--- src/rtl/resp_server.sv ---
// resp_server: CH-channel round-robin request target; responses appear LAT cycles after accept via a DEPTH-entry FIFO.
// Define RESP_SERVER_SEQ_DATA_EN to return RDATA plus a per-accept sequence number instead of constant RDATA.
module resp_server #(
    parameter int             DW    = 4,
    parameter int             CH    = 2,
    parameter int             LAT   = 2,
    parameter int             DEPTH = 4,
    parameter logic [DW-1:0]  RDATA = 4'h5,
    localparam int            CW    = (CH > 1) ? $clog2(CH) : 1
) (
    input  logic          clock,
    input  logic          reset,
    input  logic [CH-1:0] req_valid,
    output logic [CH-1:0] req_ready,
    output logic          rsp_valid,
    input  logic          rsp_ready,
    output logic [DW-1:0] rsp_data,
    output logic [CW-1:0] rsp_ch
);

    localparam int OW = $clog2(DEPTH + 1);
    localparam int AW = (DEPTH > 1) ? $clog2(DEPTH) : 1;

    logic [OW-1:0] outstanding;
    logic [CW-1:0] rr_ptr;
    logic [CW-1:0] rr_next;
    logic [CW-1:0] grant_idx;
    logic          grant_any;
    logic          credit;
    logic          accept;
    logic          rsp_fire;
    logic [DW-1:0] acc_data;
    logic [CW:0]   scan_sum;
    logic [CW-1:0] scan_idx;

    logic          push_v;
    logic [CW-1:0] push_ch;
    logic [DW-1:0] push_data;

    logic [CW-1:0] fifo_ch   [DEPTH];
    logic [DW-1:0] fifo_data [DEPTH];
    logic [AW-1:0] wr_ptr;
    logic [AW-1:0] rd_ptr;
    logic [OW-1:0] fifo_count;

    function automatic logic [AW-1:0] ptr_inc(input logic [AW-1:0] p);
        return (p == AW'(DEPTH - 1)) ? '0 : p + 1'b1;
    endfunction

    // Credit comes only from the registered count, so a same-cycle response never frees a slot early.
    assign credit   = outstanding < OW'(DEPTH);
    assign rsp_fire = rsp_valid & rsp_ready;
    assign accept   = grant_any & credit & ~reset;
    assign rr_next  = (grant_idx == CW'(CH - 1)) ? '0 : grant_idx + 1'b1;

    always_comb begin
        grant_any = 1'b0;
        grant_idx = '0;
        scan_sum  = '0;
        scan_idx  = '0;
        for (int k = 0; k < CH; k++) begin
            scan_sum = {1'b0, rr_ptr} + (CW+1)'(k);
            if (scan_sum >= (CW+1)'(CH)) begin
                scan_sum = scan_sum - (CW+1)'(CH);
            end
            scan_idx = scan_sum[CW-1:0];
            if (!grant_any && req_valid[scan_idx]) begin
                grant_any = 1'b1;
                grant_idx = scan_idx;
            end
        end
    end

    always_comb begin
        req_ready = '0;
        if (accept) begin
            req_ready[grant_idx] = 1'b1;
        end
    end

    always_ff @(posedge clock or posedge reset) begin
        if (reset) begin
            outstanding <= '0;
            rr_ptr      <= '0;
        end else begin
            if (accept && !rsp_fire) begin
                outstanding <= outstanding + 1'b1;
            end else if (!accept && rsp_fire) begin
                outstanding <= outstanding - 1'b1;
            end
            if (accept) begin
                rr_ptr <= rr_next;
            end
        end
    end

`ifdef RESP_SERVER_SEQ_DATA_EN
    logic [DW-1:0] seq_cnt;

    always_ff @(posedge clock or posedge reset) begin
        if (reset) begin
            seq_cnt <= '0;
        end else if (accept) begin
            seq_cnt <= seq_cnt + 1'b1;
        end
    end

    assign acc_data = RDATA + seq_cnt;
`else
    assign acc_data = RDATA;
`endif

    // The FIFO write itself is the last latency stage, so only LAT-1 registers sit in front of it.
    generate
        if (LAT == 1) begin : g_direct
            assign push_v    = accept;
            assign push_ch   = grant_idx;
            assign push_data = acc_data;
        end else begin : g_pipe
            localparam int PS = LAT - 1;
            logic          pv [PS];
            logic [CW-1:0] pc [PS];
            logic [DW-1:0] pd [PS];

            always_ff @(posedge clock or posedge reset) begin
                if (reset) begin
                    for (int s = 0; s < PS; s++) begin
                        pv[s] <= 1'b0;
                    end
                end else begin
                    pv[0] <= accept;
                    for (int s = 1; s < PS; s++) begin
                        pv[s] <= pv[s-1];
                    end
                end
            end

            always_ff @(posedge clock) begin
                pc[0] <= grant_idx;
                pd[0] <= acc_data;
                for (int s = 1; s < PS; s++) begin
                    pc[s] <= pc[s-1];
                    pd[s] <= pd[s-1];
                end
            end

            assign push_v    = pv[PS-1];
            assign push_ch   = pc[PS-1];
            assign push_data = pd[PS-1];
        end
    endgenerate

    always_ff @(posedge clock) begin
        if (push_v) begin
            fifo_ch[wr_ptr]   <= push_ch;
            fifo_data[wr_ptr] <= push_data;
        end
    end

    always_ff @(posedge clock or posedge reset) begin
        if (reset) begin
            wr_ptr     <= '0;
            rd_ptr     <= '0;
            fifo_count <= '0;
        end else begin
            if (push_v) begin
                wr_ptr <= ptr_inc(wr_ptr);
            end
            if (rsp_fire) begin
                rd_ptr <= ptr_inc(rd_ptr);
            end
            if (push_v && !rsp_fire) begin
                fifo_count <= fifo_count + 1'b1;
            end else if (!push_v && rsp_fire) begin
                fifo_count <= fifo_count - 1'b1;
            end
        end
    end

    assign rsp_valid = (fifo_count != '0);
    assign rsp_data  = rsp_valid ? fifo_data[rd_ptr] : '0;
    assign rsp_ch    = rsp_valid ? fifo_ch[rd_ptr] : '0;

endmodule

--- config.mk ---
export PLATFORM = sky130hd
export DESIGN_NAME = resp_server
export DESIGN_NICKNAME = d
export VERILOG_FILES = /design/src/rtl/resp_server.sv
export SDC_FILE = /design/constraint.sdc
export NUM_CORES = 1
export LEC_CHECK = 0
export ABC_AREA = 1
export CORE_MARGIN = 2
export CORE_UTILIZATION = 45
export DETAILED_ROUTE_END_ITERATION = 12
export PLACE_DENSITY_LB_ADDON = 0.12
export SKIP_LAST_GASP = 1
export SYNTH_ARGS = -nofsm -noshare
export SYNTH_HDL_FRONTEND = slang
export SYNTH_SLANG_ARGS = --single-unit
--- constraint.sdc ---
create_clock -name clock -period 1.9 [get_ports clock]
set_input_delay 0.19 -clock clock [delete_from_list [all_inputs] [get_ports clock]]
set_output_delay 0.19 -clock clock [all_outputs]
set_load 0.005 [all_outputs]
==> metrics.txt <==
CTS clk-pin slew, worst paths=100 ps; Buffers on Ports=10; insertion delay to the later sink of the worst-skew pair=280 ps; Starting DRT DRC Count=8; outcome=complete, no violations; CTS buffer count=3; number of core rows=16; f_max=0.5489 GHz; DR pass1 iterations=4; Syn-to-layout area delta=19.24%; largest net degree at the start of global routing=13; #FFs+latches synth=17; Top FF cell, synth=dfrtp_1; Synth cell types=23; Avg WL per Cell=~9.6 um; Setup crit end kind=primary output; H-Tree Depth=1; Hold Path Class=input pin to async pin; crit path DAT=roughly 1600 ps; pwr/cell area=1442 nW/um2; Crit Path Class=flop to primary output; Nets=138; Final Critical Period=~1800 ps; Final Hold Viols=0; syn_area_per_cell=roughly 9 um2; FFs w/ async S/R, synth=0.7059; Max clock buf depth=2; peak supply drop=749.4 uV; max-cap viol count=0; Ant. Diodes=0; Synth area leader=dfrtp_1; Final setup violation count=0; count leader, synth=nand2_1; period utilization=0.9589; die area=2494 um2; CTS tree=yes; LEAKAGE=0.6093 nW; Fill cells=185; Die X=49.94 um; register area=roughly 440 um2; Ports=13; DP Worst Slack=-15.44 ps; Tot GR Track Use=0.1375; Starting Density=0.4792; post-synthesis cell count=~110; Final ANT Viol Nets=0; CTS root buffer=clkbuf_4; post-route worst setup slack=around 78 ps; setup repair after global routing missed its margin=yes; initial antenna violation count=0; final WL=around 1.4 mm; Startpoint Class=flop; drt via density=4.433; hold buffer count at CTS=0; Design Power=~1.6 mW; share of cells above drive strength 1=0.1301; final design utilization=0.5713; flop-to-flop setup slack=between 100 and 150 ps; Commonest cells post-synth=27 x nand2_1, 24 x inv_1, 12 x dfrtp_1; first-pass GRT wire length=between 2 and 3 mm; EDFF count, synth=4; Max Slew Vio Count=0; RD Place Congestion=0.8031; post-synthesis sequential area ratio=0.4638; Vias=~670; Synth top area share=0.3162; vias in the first global route=between 600 and 700; Residual DRC=0; Core Area=~2000 um2; Num Clock Sinks=17; Multi-input gate area=approximately 400 um2; total grt overflow=0; worst r2r path cells=10; post-DP HPWL=approximately 1.1 mm; WP data required=between 1500 and 2000 ps; top cells by area, synth=dfrtp_1 32%, edfxtp_1 13%, nand2_1 11%; Post-Syn Area=around 950 um2; CP max FO=3; chip height=49.94 um; clk_skew=around 5.1 ps; warning count from the yosys run=0
==> final cells by class <==
type                            count  share of cell area
Multi-Input combinational cell     62              0.3492
Clock buffer                        4             0.02320
Sequential cell                    17              0.3901
Timing Repair Buffer               16              0.1282
Inverter                           24             0.07956
Tap cell                           27             0.02983
==> path summary, 6_finish.rpt <==
kind                                         endpoint                        from
setup / recovery                         req_ready[0]  outstanding[2]$_DFFE_PP0P_
hold / removal             outstanding[2]$_DFFE_PP0P_                       reset
setup reg to reg            fifo_count[2]$_DFFE_PP0P_   fifo_count[1]$_DFFE_PP0P_
hold reg to reg             fifo_count[2]$_DFFE_PP0P_   fifo_count[2]$_DFFE_PP0P_
max in group asynchronous   fifo_count[0]$_DFFE_PP0P_                       reset
min in group clock          fifo_count[2]$_DFFE_PP0P_   fifo_count[2]$_DFFE_PP0P_
==> cells in the final DEF, fill, tap and decap left out, types with 2 or more instances in the layout <==
cell type        synthesis  routed
buf_4                    4       6
fa_1                     2       2
a21oi_1                  2       2
o21ai_1                  2       2
o21ai_0                  2       2
clkbuf_4                 0       3
conb_1                   1       2
nand2_1                 27      27
edfxtp_1                 4       4
xnor2_1                  2       2
nand3_1                  5       5
nand4_1                  2       2
ha_1                     7       7
nor2_2                   1       2
dfrtp_1                 12      11
inv_1                   24      24
clkdlybuf4s50_1          0      10
==> what timing repair did <==
item                                    CTS  global route
endpoints found under the hold margin     0             0
endpoints found under the setup margin    0             3
gates resized for setup                   0             2
setup buffers                             0             4
==> metal layers <==
metal / GRT usage / routed length [um] / vias up
met2: 0.2600 / 729 / 19
li1: - / - / 349
met4: 0.04167 / 14 / 0
met1: 0.1526 / 642 / 295
met5: 0 / 0 / -
met3: 0.02727 / 60 / 2
==> state kept, by name (all words and copies together) (netlist names) <==
signal	flops
fifo_ch	4
fifo_count	3
g_pipe.pc	1
g_pipe.pv	1
outstanding	3
rd_ptr	2
rr_ptr	1
wr_ptr	2
==> power breakdown <==
group / internal (mW) / switching [mW] / total [mW]
clock network: 0.0813 / 0.110 / 0.191
logic: 0.403 / 0.384 / 0.787
registers: 0.523 / 0.131 / 0.654
total: 1.01 / 0.625 / 1.63
==> stage by stage <==
step	cells	instance area, um2	TNS (ps)	hold WS (ps)
2_1_floorplan	107	953.4	0	54.70
3_3_place_gp	142	1072	0	460.3
3_5_place_dp	142	1072	-15.44	463.7
4_1_cts	146	1099	0	252.6
5_1_grt	150	1132	-19.83	308.9
6_report	150	1132	0	260.4
==> logic make-up (layout without fill, tap and decap cells) <==
family / Yosys count / after routing / synth area share
XOR/XNOR: 2 / 2 / 0.01845
other: 1 / 2 / 0.003949
adder cells (fa/ha/maj): 9 / 9 / 0.1344
AND/OR/NAND/NOR: 41 / 41 / 0.1924
buffers and inverters: 28 / 44 / 0.1265
AO/OA/AOI/OAI: 8 / 8 / 0.06061
flip-flops: 17 / 17 / 0.4638
==> worst max-delay path, cell delays in order, from the launching register on <==
cell and delay, ps:
dfrtp_1 420, nor2_2 120, o21ai_2 70, buf_4 140
nor2_1 90, clkdlybuf4s50_1 500
(Power assumes the default switching activity.)
